==> config.mk <==
export PLATFORM = sky130hd
export DESIGN_NAME = sprite_cmd_encoder_flat
export DESIGN_NICKNAME = d
export VERILOG_FILES = /design/src/rtl/sprite_cmd_pkg.sv /design/src/rtl/sprite_cmd_encoder_if.sv /design/src/rtl/sprite_cmd_pack.sv /design/src/rtl/sprite_cmd_encoder.sv /design/src/flat_wrapper.sv
export SDC_FILE = /design/constraint.sdc
export NUM_CORES = 1
export LEC_CHECK = 0
export BUFFER_PORTS_ARGS = -buffer_cell sky130_fd_sc_hd__buf_2
export CAP_MARGIN = 40
export CELL_PAD_IN_SITES_DETAIL_PLACEMENT = 0
export CELL_PAD_IN_SITES_GLOBAL_PLACEMENT = 2
export CORE_MARGIN = 5
export CORE_UTILIZATION = 25
export DETAILED_ROUTE_END_ITERATION = 16
export GPL_ROUTABILITY_DRIVEN = 0
export GPL_TIMING_DRIVEN = 0
export PLACE_DENSITY_LB_ADDON = 0.1
export SLEW_MARGIN = 20
export SYNTH_ARGS = -nofsm -noshare
export SYNTH_HDL_FRONTEND = slang
export SYNTH_SLANG_ARGS = --single-unit
==> constraint.sdc <==
create_clock -name clk -period 2.1 [get_ports clk]
set_clock_uncertainty 0.05 [all_clocks]
set_input_delay 0.105 -clock clk [delete_from_list [all_inputs] [get_ports clk]]
set_output_delay 0.105 -clock clk [all_outputs]
set_load 0.005 [all_outputs]
==> src/rtl/sprite_cmd_pkg.sv <==
// rtl/sprite_cmd_pkg.sv - sprite command word fields, codes and encoder state enum
package sprite_cmd_pkg;

    localparam int COMP_W  = 6;
    localparam int CHILD_W = 5;
    localparam int ACT_W   = 4;
    localparam int TYPE_W  = 3;
    localparam int DATA_W  = 13;

    localparam int COMP_LSB   = 26;
    localparam int CHILD_LSB  = 21;
    localparam int ACT_LSB    = 17;
    localparam int TYPE_LSB   = 14;
    localparam int TOGGLE_BIT = 13;

    localparam logic [ACT_W-1:0] ACT_UPDATE = 4'b0001;
    localparam logic [ACT_W-1:0] ACT_COMMIT = 4'b1111;

    localparam logic [TYPE_W-1:0] TYPE_NONE    = 3'b000;
    localparam logic [TYPE_W-1:0] TYPE_VISFLIP = 3'b001;
    localparam logic [TYPE_W-1:0] TYPE_X       = 3'b010;
    localparam logic [TYPE_W-1:0] TYPE_Y       = 3'b011;
    localparam logic [TYPE_W-1:0] TYPE_ATTR    = 3'b100;

    localparam logic [COMP_W-1:0] NOP_COMPONENT = 6'd0;

    typedef enum logic [1:0] {
        ST_IDLE   = 2'd0,
        ST_UPD    = 2'd1,
        ST_COMMIT = 2'd2
    } state_e;

    typedef struct packed {
        logic [COMP_W-1:0]  component;
        logic [CHILD_W-1:0] child;
        logic               visible;
        logic               flip;
        logic [9:0]         x;
        logic [9:0]         y;
        logic [9:0]         attr;
    } upd_req_t;

    // Update words go out in a fixed order: vis/flip, x, y, attr.
    function automatic logic [TYPE_W-1:0] upd_type(input logic [1:0] idx);
        case (idx)
            2'd0:    return TYPE_VISFLIP;
            2'd1:    return TYPE_X;
            2'd2:    return TYPE_Y;
            default: return TYPE_ATTR;
        endcase
    endfunction

    function automatic logic [DATA_W-1:0] upd_data(input upd_req_t r, input logic [1:0] idx);
        case (idx)
            2'd0:    return {r.visible, r.flip, 11'd0};
            2'd1:    return {3'd0, r.x};
            2'd2:    return {3'd0, r.y};
            default: return {3'd0, r.attr};
        endcase
    endfunction

endpackage

==> src/rtl/sprite_cmd_encoder_if.sv <==
// rtl/sprite_cmd_encoder_if.sv - request, commit and command-word bus of the sprite encoder
interface sprite_cmd_if;
    logic        req_valid;
    logic        req_ready;
    logic [5:0]  req_component;
    logic [4:0]  req_child;
    logic        req_visible;
    logic        req_flip;
    logic [9:0]  req_x;
    logic [9:0]  req_y;
    logic [9:0]  req_attr;
    logic        commit_req;
    logic [31:0] writedata;
    logic        wr_valid;
    logic        wr_ready;
    logic        back_buf;
    logic        busy;
    logic        commit_done;

    modport master (
        output req_valid, req_component, req_child, req_visible, req_flip,
               req_x, req_y, req_attr, commit_req, wr_ready,
        input  req_ready, writedata, wr_valid, back_buf, busy, commit_done
    );

    modport slave (
        input  req_valid, req_component, req_child, req_visible, req_flip,
               req_x, req_y, req_attr, commit_req, wr_ready,
        output req_ready, writedata, wr_valid, back_buf, busy, commit_done
    );
endinterface

==> src/rtl/sprite_cmd_pack.sv <==
// rtl/sprite_cmd_pack.sv - combinational packer for 32-bit sprite command words
module sprite_cmd_pack
    import sprite_cmd_pkg::*;
(
    input  logic [COMP_W-1:0]  component_i,
    input  logic [CHILD_W-1:0] child_i,
    input  logic [ACT_W-1:0]   action_i,
    input  logic [TYPE_W-1:0]  type_i,
    input  logic               toggle_i,
    input  logic [DATA_W-1:0]  data_i,
    output logic [31:0]        word_o
);
    assign word_o = {component_i, child_i, action_i, type_i, toggle_i, data_i};
endmodule

==> src/rtl/sprite_cmd_encoder.sv <==
// rtl/sprite_cmd_encoder.sv - serialises sprite updates and frame commits into command words
module sprite_cmd_encoder
    import sprite_cmd_pkg::*;
#(
    parameter logic [63:0] COMP_MASK = 64'h0000_0000_0000_0400,
    parameter logic [31:0] IDLE_WORD = 32'h0000_0000
) (
    input  logic        clk,
    input  logic        reset,
    sprite_cmd_if.slave bus
);

    state_e             state_q, state_d;
    logic [1:0]         idx_q, idx_d;
    logic [COMP_W-1:0]  scan_q, scan_d;
    logic               pending_q, pending_d;
    logic               back_buf_q, back_buf_d;
    logic               done_q, done_d;
    upd_req_t           req_q, req_d;

    logic               wr_valid_c;
    logic               wr_fire;
    logic [COMP_W-1:0]  f_comp;
    logic [CHILD_W-1:0] f_child;
    logic [ACT_W-1:0]   f_act;
    logic [TYPE_W-1:0]  f_type;
    logic [DATA_W-1:0]  f_data;
    logic [31:0]        packed_word;

    always_ff @(posedge clk) begin
        if (reset) begin
            state_q    <= ST_IDLE;
            idx_q      <= '0;
            scan_q     <= '0;
            pending_q  <= 1'b0;
            back_buf_q <= 1'b1;
            done_q     <= 1'b0;
            req_q      <= '0;
        end else begin
            state_q    <= state_d;
            idx_q      <= idx_d;
            scan_q     <= scan_d;
            pending_q  <= pending_d;
            back_buf_q <= back_buf_d;
            done_q     <= done_d;
            req_q      <= req_d;
        end
    end

    assign wr_fire = wr_valid_c && bus.wr_ready;

    always_comb begin
        state_d    = state_q;
        idx_d      = idx_q;
        scan_d     = scan_q;
        pending_d  = pending_q | bus.commit_req;
        back_buf_d = back_buf_q;
        done_d     = 1'b0;
        req_d      = req_q;
        wr_valid_c = 1'b0;
        f_comp     = NOP_COMPONENT;
        f_child    = '0;
        f_act      = '0;
        f_type     = TYPE_NONE;
        f_data     = '0;

        case (state_q)
            ST_IDLE: begin
                // Pending commit beats a new request; req_ready already reflects that.
                if (pending_q) begin
                    state_d = ST_COMMIT;
                    scan_d  = '0;
                end else if (bus.req_valid) begin
                    req_d.component = bus.req_component;
                    req_d.child     = bus.req_child;
                    req_d.visible   = bus.req_visible;
                    req_d.flip      = bus.req_flip;
                    req_d.x         = bus.req_x;
                    req_d.y         = bus.req_y;
                    req_d.attr      = bus.req_attr;
                    idx_d           = '0;
                    state_d         = ST_UPD;
                end
            end
            ST_UPD: begin
                wr_valid_c = 1'b1;
                f_comp     = req_q.component;
                f_child    = req_q.child;
                f_act      = ACT_UPDATE;
                f_type     = upd_type(idx_q);
                f_data     = upd_data(req_q, idx_q);
                if (wr_fire) begin
                    idx_d = idx_q + 2'd1;
                    if (idx_q == 2'd3) state_d = ST_IDLE;
                end
            end
            ST_COMMIT: begin
                wr_valid_c = COMP_MASK[scan_q];
                f_comp     = scan_q;
                f_act      = ACT_COMMIT;
                // Absent IDs cost one scan cycle each with no word on the bus.
                if (!COMP_MASK[scan_q] || wr_fire) begin
                    if (scan_q == 6'd63) begin
                        state_d    = ST_IDLE;
                        back_buf_d = ~back_buf_q;
                        done_d     = 1'b1;
                        pending_d  = 1'b0;
                    end else begin
                        scan_d = scan_q + 6'd1;
                    end
                end
            end
            default: state_d = ST_IDLE;
        endcase
    end

    sprite_cmd_pack u_pack (
        .component_i (f_comp),
        .child_i     (f_child),
        .action_i    (f_act),
        .type_i      (f_type),
        .toggle_i    (back_buf_q),
        .data_i      (f_data),
        .word_o      (packed_word)
    );

    assign bus.req_ready   = (state_q == ST_IDLE) && !pending_q;
    assign bus.wr_valid    = wr_valid_c;
    assign bus.writedata   = wr_valid_c ? packed_word : IDLE_WORD;
    assign bus.back_buf    = back_buf_q;
    assign bus.busy        = (state_q != ST_IDLE);
    assign bus.commit_done = done_q;

endmodule

==> src/flat_wrapper.sv <==
// flat-port wrapper written by rule: the top's interface ports become plain ports
module sprite_cmd_encoder_flat import sprite_cmd_pkg::*;
#(
    parameter logic [63:0] COMP_MASK = 64'h0000_0000_0000_0400,
    parameter logic [31:0] IDLE_WORD = 32'h0000_0000
)
  (clk, reset, bus_req_valid, bus_req_component, bus_req_child, bus_req_visible, bus_req_flip, bus_req_x, bus_req_y, bus_req_attr, bus_commit_req, bus_wr_ready, bus_req_ready, bus_writedata, bus_wr_valid, bus_back_buf, bus_busy, bus_commit_done);
  sprite_cmd_if bus_i ();
  input  logic clk;
  input  logic reset;
  input wire logic [$bits(bus_i.req_valid)-1:0] bus_req_valid;
  input wire logic [$bits(bus_i.req_component)-1:0] bus_req_component;
  input wire logic [$bits(bus_i.req_child)-1:0] bus_req_child;
  input wire logic [$bits(bus_i.req_visible)-1:0] bus_req_visible;
  input wire logic [$bits(bus_i.req_flip)-1:0] bus_req_flip;
  input wire logic [$bits(bus_i.req_x)-1:0] bus_req_x;
  input wire logic [$bits(bus_i.req_y)-1:0] bus_req_y;
  input wire logic [$bits(bus_i.req_attr)-1:0] bus_req_attr;
  input wire logic [$bits(bus_i.commit_req)-1:0] bus_commit_req;
  input wire logic [$bits(bus_i.wr_ready)-1:0] bus_wr_ready;
  output wire logic [$bits(bus_i.req_ready)-1:0] bus_req_ready;
  output wire logic [$bits(bus_i.writedata)-1:0] bus_writedata;
  output wire logic [$bits(bus_i.wr_valid)-1:0] bus_wr_valid;
  output wire logic [$bits(bus_i.back_buf)-1:0] bus_back_buf;
  output wire logic [$bits(bus_i.busy)-1:0] bus_busy;
  output wire logic [$bits(bus_i.commit_done)-1:0] bus_commit_done;
  assign bus_i.req_valid = bus_req_valid;
  assign bus_i.req_component = bus_req_component;
  assign bus_i.req_child = bus_req_child;
  assign bus_i.req_visible = bus_req_visible;
  assign bus_i.req_flip = bus_req_flip;
  assign bus_i.req_x = bus_req_x;
  assign bus_i.req_y = bus_req_y;
  assign bus_i.req_attr = bus_req_attr;
  assign bus_i.commit_req = bus_commit_req;
  assign bus_i.wr_ready = bus_wr_ready;
  assign bus_req_ready = bus_i.req_ready;
  assign bus_writedata = bus_i.writedata;
  assign bus_wr_valid = bus_i.wr_valid;
  assign bus_back_buf = bus_i.back_buf;
  assign bus_busy = bus_i.busy;
  assign bus_commit_done = bus_i.commit_done;
  sprite_cmd_encoder #(.COMP_MASK(COMP_MASK), .IDLE_WORD(IDLE_WORD)) u_core (.clk(clk), .reset(reset), .bus(bus_i));
endmodule
After elaboration in Yosys (flattened, before gate mapping)
Memories as Yosys holds them, arrays and structs flattened. A register that Yosys moved wholly into a read port is not among the register bits. Cells that the tools add are included.

Reduce and logical (&&, ||, !) cells: 16. Magnitude comparators: 1. Bitwise logic cells: 5. Equal/unequal tests: 15. Mux-type cells: 31. $add $sub $neg: 2.

Operators with widths (number): case mux 13 bit (3 select lines) (1); two-way mux 32 bit (1); two-way mux 6 bit (5); case mux 6 bit (2 select lines) (2); two-way mux 2 bit (9); two-way mux 13 bit (1); != test 2 x 1 -> 1 bit, second input constant (5); case mux 3 bit (3 select lines) (1); case mux 4 bit (2 select lines) (1); AND reduction 4 bit (2); < comparator 6 x 7 -> 1 bit, second input constant (1); adder 6 x 1 -> 6 bit, second input constant (1); == test 2 bit, second input constant (3); == test 6 bit, second input constant (1); != test 2 bit, second input constant (3); case mux 2 bit (3 select lines) (1); AND reduction 3 bit (2); nonzero test 2 bit (3); two-way mux 1 bit (5); two-way mux 5 bit (1); AND reduction 5 bit (1); == test 2 x 1 -> 1 bit, second input constant (2); zero test 2 bit (2); inverter 1 bit (4); 10 further kinds (12).

ROM bits: 64. Register bits after elaboration: 56. Input port bits: 48. Memories: 1. Logic and storage cells: 84.

Memory list: (name not given) (words 64, width 1, read ports 1, clocked after memory_dff 1, wr ports 0, RTL line sprite_cmd_encoder.sv:98) `wr_valid_c = COMP_MASK[scan_q];`.

Longest topological paths before layout
Gate-level depths: netlist of the first run.

Word-level depth: 9. Gate-level depth with buffers: 8. Mapped depth without buffers: 7.

Modules after synthesis
A second synthesis of the first run with hierarchy kept.

Cells, all modules: 425. Area total of the unflattened synthesis: 3164.3 um^2.

By module, submodules not included: sprite_cmd_encoder (instances 1, area an instance 2924.1 um^2, cells an instance 393, sequential area each 1141.1 um^2); sprite_cmd_pack (instances 1, area an instance 240.2 um^2, cells an instance 32, sequential area each 0.0 um^2).

Worst setup path before layout of the first run
Ideal clock, no wire load.

Path type: reg-to-reg. Start: reg u_core.state_q[0]. End: reg (tool-made name). Arrival time: 1.827 ns. Period minus slack after synthesis: 1.965 ns. Data required time: 1.962 ns. Stages on the path, launching flop included: 9. Slack: 0.135 ns. Cell sequence: dfxtp_1 > inv_1 > ha_1 > buf_2 > nand2_2 > a21oi_4 > nand2_2 > o41a_1 > nor4_2.

RTL lines: start, declared (RTL line sprite_cmd_encoder.sv:13) `state_e state_q, state_d;`; start signal, assigned (RTL line sprite_cmd_encoder.sv:40) `state_q <= state_d;`.

Final worst setup path of the first run
Start: reg u_core.state_q[0]. End: reg u_core.state_q[0].

Word-level cells in the longest chain between the ends: 6. Elaborated cells between the ends (all ways): 13. Classes of those cells: eq/ne: 7; mux: 2; reduce/logical: 4.

Ends and longest elaborated chain: == test 2 bit or == test 2 x 1 -> 1 bit (tied branches) (RTL line sprite_cmd_encoder.sv:67) `case (state_q)`; case mux 1 bit (2 select lines) (RTL line sprite_cmd_encoder.sv:67); logical AND 1 bit (RTL line sprite_cmd_encoder.sv:50) `assign wr_fire = wr_valid_c && bus.wr_ready;`; logical OR 1 bit (RTL line sprite_cmd_encoder.sv:102) `if (!COMP_MASK[scan_q] || wr_fire) begin`; != test 2 x 1 -> 1 bit (no source line); AND reduction 5 bit (no source line).

Parallel ways exist; a longest one is shown, timed or not. A chain may end at the register's enable or synchronous reset.

==> impl_metrics.csv, run 1 <==
group,metric,value,unit
yosys,yosys_warnings,0,
routing,drt_iter0_drc,128,
floorplanning,die_y,116,microns
power,p_total,4110,uW
power,switchingPower,1360,uW
floorplanning,core_area,10900,sq um
critical_path,critPathKind,"reg -> reg",
critical_path,critPathMaxFanout,5,
timing,fmax,490,MHz
routing,first_pass_iters,4,
cells_and_area,seqCellArea,1150,sq um
global_route,grt_first_pass_wirelength,15.4,mm
timing,worst_pin_slew,0.634,ns
clock_network,htree_levels,3,
hold_path,hp-class,"in -> reg",
power,seqPwrFrac,32.1,%
clock_network,cts_tree,"built",
routing,drc_errors,0,
cells_and_area,multi_input_comb_area,1610,sq um
global_route,grt_overflow_total,0,
global_route,antenna_found_initial,0,
critical_path,cp.required,2.24,ns
clock_network,clk_latency,0.32,ns
floorplanning,die_area,13400,sq um
global_route,grt_max_degree,11,
floorplanning,ios,85,
floorplanning,rows,38,
timing,setup_tns,0,ns
critical_path,r2r_slack,0.06,ns
run,drv.max_cap_violation_count,0,
critical_path,startpoint_type,"register",
clock_network,cts_made_buffers,9,
cells_and_area,nets,571,
power,power.density,960,nW/um^2
yosys,avgSynthCellArea,7.48,sq um
power,p_clk_share,35.5,%
timing,max_slew_margin,57.7,%
clock_network,tritoncts_num_sinks,57,
routing,totalWireLength,9.72,mm
floorplanning,die-width,116,microns
timing,slew_viol_final,0,
critical_path,worstPathArrival,2.18,ns
yosys,synth_ff_type,"dfxtp_1",
cells_and_area,post_route_cells_drive_above_1_share,28.2,%
yosys,synth-edff-count,0,
power,power_frac_comb,32.4,%
routing,route.vias.total,2962,
cells_and_area,area_delta_synth_final,52.7,%
yosys,seq_area_frac_synth,40.7,%
placed_design,place_ws,-0.232,ns
global_route,grt.total_usage,14.9,%
timing,fin_crit,2.04,ns
cells_and_area,fillers,1182,
power,swShare,33.0,%
clock_network,cts.root.buffer_cell,"clkbuf_16",
timing,setup_viol,0,
timing,period_share,97.2,%
routing,detail-route-antenna-nets,0,
timing,finalHoldViolCount,0,
clock_network,path_clk_slew,0.05,ns
status,status,"finished, final reports clean",
power,power.internal,2750,uW
clock_network,clock_path_buffers,2,
critical_path,cp-end-kind,"register",
yosys,netlist_instances,375,
power,ir_drop,378,uV
yosys,synth_seq_cells,57,
placed_design,dp.cells,598,
cells_and_area,n_antenna_cell,0,
power,leakagePower,0.00185,uW
yosys,async_reset_ff_share,0,%
yosys,synth_nets,432,
routing,viasPerCell,4.50,
yosys,synth_area,2810,sq um
routing,wl_per_cell,14.8,microns
global_route,grt_pass1_vias,2978,
placed_design,post-dp-hpwl,6.90,mm
floorplanning,start_util,25.7,%
timing,setup_slack,0.0584,ns
yosys,synth_cell_types,43,
cells_and_area,layout.cells.non_filler,658,
placed_design,io_buffers,82,
state kept, by name, indices dropped and copies added (netlist names), named ones only:
name                    count
u_core.req_q               43
u_core.bus.commit_done      1
u_core.idx_q                2
u_core.state_q              2
u_core.scan_q               6
u_core.bus.back_buf         1
u_core.pending_q            1
synth_stat cells (all sizes together) (4+ instances only):
cell type	number	area, sq um
buf	10	60.1
and3	9	56.3
and2	5	32.5
clkbuf	18	67.6
ha	9	113
nand2b	4	25.0
dfxtp	57	1140
nand2	99	377
inv	12	45.0
nor3	5	25.0
a22oi	16	120
nand3	7	35.0
a21oi	61	320
nor2	33	124
per-layer routing:
layer  wire [microns]  vias to the layer above  GRT usage (%)
met2             4650                       67           25.2
met1             4540                     1347           18.7
met5                0                        -              0
li1                 -                     1542              -
met3              439                        6           3.24
met4               92                        0           5.03
final cells by class:
| class | count | area share, % |
|---|---|---|
| Multi-Input combinational cell | 278 | 37.5 |
| Clock buffer | 12 | 5.99 |
| Sequential cell | 57 | 26.7 |
| Tap cell | 140 | 4.09 |
| Inverter | 12 | 1.05 |
| Buffer | 27 | 3.42 |
| Timing Repair Buffer | 129 | 20.3 |
| Clock inverter | 3 | 0.934 |
repair_timing:
item	4_1_cts	5_1_grt
hold endpoints to repair	44	0
pin swaps	3	7
setup buffers	2	0
hold buffers	44	0
endpoints found under the setup margin	72	53
gates resized for setup	17	33
path summary, 6_finish.rpt:
check | from | endpoint | cells after the start
worst max-delay path | u_core.state_q[0]$_SDFFE_PP0P_ | u_core.state_q[0]$_SDFFE_PP0P_ | 8
worst min register to register | u_core.req_q[33]$_SDFFE_PP0P_ | u_core.req_q[33]$_SDFFE_PP0P_ | 2
worst min-delay path | bus_wr_ready | u_core.scan_q[1]$_SDFFE_PP0N_ | 5
worst max register to register | u_core.state_q[0]$_SDFFE_PP0P_ | u_core.state_q[0]$_SDFFE_PP0P_ | 8
logic make-up (layout without fill, tap and decap cells):
group	Yosys count	after routing	share of synthesized area, %
AND/OR/NAND/NOR	172	172	26.8
AO/OA/AOI/OAI	93	93	21.2
flip-flops	57	57	40.7
buffers and inverters	40	183	6.15
adder cells (fa/ha/maj)	9	9	4.01
multiplexers	2	2	0.713
other	1	1	0.134
XOR/XNOR	1	1	0.312
critical path, cell delays in order (launching register included):
cell	delay [ns]
dfxtp_4	0.36
inv_2	0.06
ha_4	0.18
nor2b_1	0.12
buf_2	0.17
a22o_1	0.27
a2111oi_4	0.36
mux2i_1	0.27
nor2_1	0.05
placed cells by master (no fill, tap or decap), types with 7 or more instances in the layout:
cell type,instances
dfxtp_1,55
buf_2,88
a21oi_1,59
dlygate4sd3_1,44
and3_1,9
clkbuf_16,9
clkbuf_1,7
inv_1,9
nor2_1,32
nand2_1,96
clkbuf_2,10
a22oi_1,15
metrics by stage:
stage	hold WS, ns	util (%)	cell area, sq um
2_1_floorplan	0.191	-	2810
4_1_cts	0.250	38.3	4190
3_3_place_gp	0.297	31.0	3390
5_1_grt	0.220	39.2	4290
6_report	0.189	39.2	4290
3_5_place_dp	0.301	31.1	3400
power by group through the flow:
stage | clock (uW) | combinational [uW] | sequential [uW]
final | 1460 | 1330 | 1320
after CTS | 1500 | 1240 | 1310
after detailed placement | 0 | 1080 | 1330
after floorplan | 0 | 731 | 1300
after global routing | 1540 | 1480 | 1340
after global placement | 0 | 1070 | 1330
No activity file was read; power rests on OpenSTA's default activity.
==> run 2, diff against run 1 <==
--- a/config.mk
+++ b/config.mk
@@ -10,7 +10,8 @@
 export CELL_PAD_IN_SITES_DETAIL_PLACEMENT = 0
 export CELL_PAD_IN_SITES_GLOBAL_PLACEMENT = 2
 export CORE_MARGIN = 5
-export CORE_UTILIZATION = 25
+export CORE_UTILIZATION = 28
+export CTS_CLUSTER_DIAMETER = 60
 export DETAILED_ROUTE_END_ITERATION = 16
 export GPL_ROUTABILITY_DRIVEN = 0
 export GPL_TIMING_DRIVEN = 0
==> constraint.sdc (replaced) <==
create_clock -name clk -period 2.32 [get_ports clk]
set_clock_uncertainty 0.05 [all_clocks]
set_input_delay 0.116 -clock clk [delete_from_list [all_inputs] [get_ports clk]]
set_output_delay 0.116 -clock clk [all_outputs]
set_load 0.005 [all_outputs]
==> impl_metrics.csv, run 2 (synthesized netlist as in run 1, its figures left out) <==
group,metric,value,unit
timing,max_slew_margin,58.8,%
global_route,grt_first_pass_wirelength,15.0,mm
cells_and_area,largest_reg_flops,43,
run,drv.max_cap_violation_count,0,
floorplanning,die_area,12100,sq um
routing,drc_errors,0,
clock_network,cts.root.buffer_cell,"clkbuf_8",
cells_and_area,top_regs,"u_core.req_q x43, u_core.scan_q x6",
cells_and_area,nets,569,
power,power.density,846,nW/um^2
hold_path,hp-class,"in -> reg",
power,leakagePower,0.00178,uW
clock_network,cts_made_buffers,9,
cells_and_area,post-route-util,42.1,%
critical_path,startpoint_type,"register",
timing,fmax,455,MHz
global_route,grt_pass1_vias,2924,
cells_and_area,final_cell_mix,"96 x nand2_1, 88 x buf_2, 59 x a21oi_1",
floorplanning,ios,85,
routing,viasPerCell,4.64,
routing,detail-route-antenna-nets,0,
clock_network,clk_latency,0.33,ns
critical_path,cp-end-kind,"register",
critical_path,cp_cell_sequence,"inv_1 > ha_1 > buf_6 > nand2_2 > a21oi_4 > nand2_2 > o41a_1 > nor4_2",
critical_path,critPathMaxStageDelay,0.45,ns
timing,setup_slack,0.124,ns
placed_design,dp.cells,591,
placed_design,post-dp-hpwl,6.84,mm
global_route,grt_max_degree,11,
clock_network,path_clk_slew,0.07,ns
placed_design,place_ws,0.0276,ns
critical_path,cp.required,2.52,ns
timing,fin_crit,2.20,ns
critical_path,critPathKind,"reg -> reg",
routing,first_pass_iters,4,
critical_path,critPathMaxFanout,10,
timing,finalHoldViolCount,0,
critical_path,crit_top_cell,"nand2_2",
floorplanning,core_area,9770,sq um
placed_design,io_buffers,82,
floorplanning,die-width,110,microns
power,ir_drop,348,uV
cells_and_area,area_delta_synth_final,46.5,%
cells_and_area,layout.cells.non_filler,650,
critical_path,cpMaxStageDelayCell,"o41a_1",
timing,rsz0062_at_grt,"no",
routing,route.vias.total,3015,
timing,worst_pin_slew,0.618,ns
status,status,"finished, final reports clean",
clock_network,post_cts_buffers,0,
cells_and_area,post_route_cells_drive_above_1_share,24.4,%
global_route,antenna_found_initial,0,
cells_and_area,fillers,1069,
global_route,grt.total_usage,16.2,%
floorplanning,die_y,110,microns
cells_and_area,final_common_cell,"nand2_1",
cells_and_area,n_antenna_cell,0,
clock_network,clock_path_buffers,2,
timing,slew_viol_final,0,
routing,wl_per_cell,14.6,microns
clock_network,htree_levels,3,
timing,setup_viol,0,
routing,totalWireLength,9.50,mm
timing,period_share,94.6,%
clock_network,cts_tree,"built",
cells_and_area,largest-register,"u_core.req_q",
critical_path,worstPathArrival,2.40,ns
routing,drt_iter0_drc,92,
floorplanning,rows,36,
power,p_total,3480,uW
clock_network,tritoncts_num_sinks,57,
global_route,grt_overflow_total,0,
floorplanning,start_util,28.7,%
-- run 2: changes by cell type in the layout (fill, tap and decap cells not counted), sizes merged --
cell and delta:
clkbuf -1, bufinv +3, buf -2, dlygate4sd3 -1
-- run 2: cell type report --
class                   instances  area [sq um]  area share [%]
plain buffers                  28           140            3.41
well taps                     133           166            4.05
inverters                      12          45.0            1.10
flip-flops and latches         57          1140            27.8
repair buffers                126           846            20.6
clock inverters                 6           130            3.16
multi-input cells             278          1520            36.9
clock buffers                  10           128            3.10
-- run 2: final timing paths --
kind	to	slack, ns	start	cells after the start
hold reg to reg	u_core.req_q[34]$_SDFFE_PP0P_	0.40	u_core.req_q[34]$_SDFFE_PP0P_	2
hold / removal	u_core.req_q[7]$_SDFFE_PP0P_	0.008	bus_req_attr[7]	3
setup / recovery	register	0.12	u_core.state_q[0]$_SDFFE_PP0P_	8
setup reg to reg	register	0.12	u_core.state_q[0]$_SDFFE_PP0P_	8
-- run 2: power by group --
part	switching, uW	internal (uW)	total [uW]
sequential	77.4	1100	1180
combinational	655	416	1070
clock	412	819	1230
total	1140	2340	3480
-- run 2: what timing repair did --
item,4_1_cts,5_1_grt
hold buffers,43,0
gates resized for setup,4,15
pin swaps,0,1
endpoints found under the setup margin,11,26
gates cloned,0,0
endpoints found under the hold margin,43,0
-- run 2: metrics by stage --
stage | setup TNS, ns | hold WS [ns] | area (sq um)
after global placement | -0.960 | 0.308 | 3380
after CTS | 0 | 0.0219 | 4090
after global routing | 0 | 0.0186 | 4110
final | 0 | 0.00750 | 4110
after detailed placement | 0 | 0.312 | 3390
after floorplan | 0 | 0.202 | 2810
-- run 2: worst max-delay path, delay by kind of cell, from the launching register on --
family | cells | cell delay (ns)
and+or+nand+nor | 3 | 0.47
DFF | 1 | 0.39
AOI/OAI and AO/OA | 2 | 0.67
adders and majority gates | 1 | 0.30
buffers and inverters | 2 | 0.25
-- run 2: routing by layer --
layer  routed length [microns]  part of all wire [%]  GRT usage [%]
met1                      4580                    48           21.9
met5                         0                     0              0
met3                       468                   4.9           2.91
met4                       112                   1.2           5.01
met2                      4350                    46           26.1
==> run 3, diff against run 2 <==
--- a/config.mk
+++ b/config.mk
@@ -7,15 +7,11 @@
 export LEC_CHECK = 0
 export BUFFER_PORTS_ARGS = -buffer_cell sky130_fd_sc_hd__buf_2
 export CAP_MARGIN = 40
-export CELL_PAD_IN_SITES_DETAIL_PLACEMENT = 0
-export CELL_PAD_IN_SITES_GLOBAL_PLACEMENT = 2
 export CORE_MARGIN = 5
-export CORE_UTILIZATION = 28
+export CORE_UTILIZATION = 40
 export CTS_CLUSTER_DIAMETER = 60
 export DETAILED_ROUTE_END_ITERATION = 16
-export GPL_ROUTABILITY_DRIVEN = 0
 export GPL_TIMING_DRIVEN = 0
-export PLACE_DENSITY_LB_ADDON = 0.1
 export SLEW_MARGIN = 20
 export SYNTH_ARGS = -nofsm -noshare
 export SYNTH_HDL_FRONTEND = slang
==> impl_metrics.csv, run 3 (synthesized netlist as in run 1, its figures left out) <==
group,metric,value,unit
status,status,"finished, final reports clean",
placed_design,dp.cells,553,
cells_and_area,largest-register,"u_core.req_q",
critical_path,critPathKind,"reg -> reg",
power,swShare,33.1,%
cells_and_area,post-route-util,59.7,%
routing,viasPerCell,4.92,
timing,fin_crit,2.27,ns
power,p_clk_share,34.1,%
cells_and_area,final_common_cell,"nand2_1",
power,ir_drop,372,uV
floorplanning,start_util,41.3,%
clock_network,clk_latency,0.33,ns
critical_path,r2r_slack,0.05,ns
clock_network,cts_tree,"built",
cells_and_area,layout.cells.non_filler,614,
floorplanning,rows,30,
placed_design,place_ws,0.00769,ns
critical_path,cp.required,2.52,ns
cells_and_area,largest_reg_flops,43,
power,switchingPower,1110,uW
clock_network,cts.root.buffer_cell,"clkbuf_8",
routing,drt_iter0_drc,157,
global_route,grt.total_usage,19.9,%
floorplanning,die_y,93.8,microns
clock_network,clock_path_buffers,2,
critical_path,startpoint_type,"register",
critical_path,worstPathArrival,2.47,ns
cells_and_area,post_route_cells_drive_above_1_share,23.6,%
cells_and_area,area_delta_synth_final,44.5,%
floorplanning,die-width,93.8,microns
routing,route.vias.total,3018,
hold_path,hp-class,"in -> reg",
timing,period_share,97.9,%
cells_and_area,final_cell_mix,"96 x nand2_1, 87 x buf_2, 59 x a21oi_1",
cells_and_area,nets,570,
critical_path,cp-end-kind,"register",
run,drv.max_cap_violation_count,0,
global_route,grt_max_degree,11,
routing,detail-route-antenna-nets,0,
timing,finalHoldViolCount,0,
clock_network,tritoncts_num_sinks,57,
routing,wl_per_cell,14.0,microns
clock_network,htree_levels,3,
timing,max_slew_margin,63.4,%
timing,setup_tns,0,ns
cells_and_area,top_regs,"u_core.req_q x43, u_core.scan_q x6",
timing,worst_pin_slew,0.549,ns
global_route,grt_first_pass_wirelength,14.0,mm
placed_design,post-dp-hpwl,6.00,mm
floorplanning,ios,85,
timing,slew_viol_final,0,
floorplanning,core_area,6790,sq um
cells_and_area,final_area,4060,sq um
floorplanning,die_area,8790,sq um
power,power.internal,2250,uW
routing,totalWireLength,8.59,mm
global_route,antenna_found_initial,0,
timing,setup_viol,0,
global_route,grt_pass1_vias,2938,
placed_design,io_buffers,82,
clock_network,path_clk_slew,0.07,ns
placed_design,placed_area,3340,sq um
global_route,grt_overflow_total,0,
power,leakagePower,0.00177,uW
timing,fmax,440,MHz
power,power_frac_comb,30.9,%
placed_design,routabilityCongestion,0.846,
power,seqPwrFrac,35.0,%
power,power.density,829,nW/um^2
routing,drc_errors,0,
timing,setup_slack,0.0489,ns
routing,first_pass_iters,4,
clock_network,cts_made_buffers,9,
cells_and_area,n_antenna_cell,0,
critical_path,critPathMaxFanout,10,
run 3: path summary, 6_finish.rpt:
check / startpoint / end / depth (start not counted)
worst max-delay path: u_core.state_q[0]$_SDFFE_PP0P_ / register / 8
worst max register to register: u_core.state_q[0]$_SDFFE_PP0P_ / register / 8
worst min register to register: u_core.req_q[34]$_SDFFE_PP0P_ / u_core.req_q[34]$_SDFFE_PP0P_ / 2
worst min-delay path: bus_req_valid / u_core.req_q[4]$_SDFFE_PP0P_ / 5
run 3: final cells by class:
class,instances,area (sq um)
timing repair buffer,127,858
inverter,12,45.0
clock buffer,11,141
clock inverter,5,103
sequential,57,1140
tap,96,120
fill,653,2740
buffer,28,134
multi-input combinational,278,1510
run 3: what timing repair did:
action,CTS,global route
setup buffers,0,1
hold buffers,44,0
resized for setup,4,8
setup endpoints to repair,13,21
endpoints found under the hold margin,44,0
pin swaps,0,1
run 3: stage by stage:
step	hold WS (ns)	total power [uW]
global placement	0.310	2110
detailed placement	0.312	2130
finish	0.191	3360
global route	0.206	3560
floorplan	0.202	1840
CTS	0.181	3360
run 3: power by group through the flow:
stage,logic (uW),clock network [uW],registers [uW]
after floorplan,662,0,1170
after global placement,912,0,1190
after detailed placement,933,0,1200
after global routing,1160,1220,1190
after CTS,1020,1170,1180
final,1040,1150,1180
run 3: per-layer routing:
layer  part of all wire (%)  wire, microns  global-route usage [%]
met1                     46           3990                    26.7
met2                     48           4110                    32.5
met3                    4.5            385                    3.29
met4                    1.1             97                    6.62
met5                      0              0                       0
run 3: worst max-delay path, stage by stage, from the launching register on:
cell and delay [ns]:
dfxtp_1 0.39, inv_1 0.08, ha_1 0.30, clkbuf_4 0.22, nand2_2 0.12, a211oi_2 0.32, nand3_1 0.13, a221o_1 0.38
nor4_2 0.20
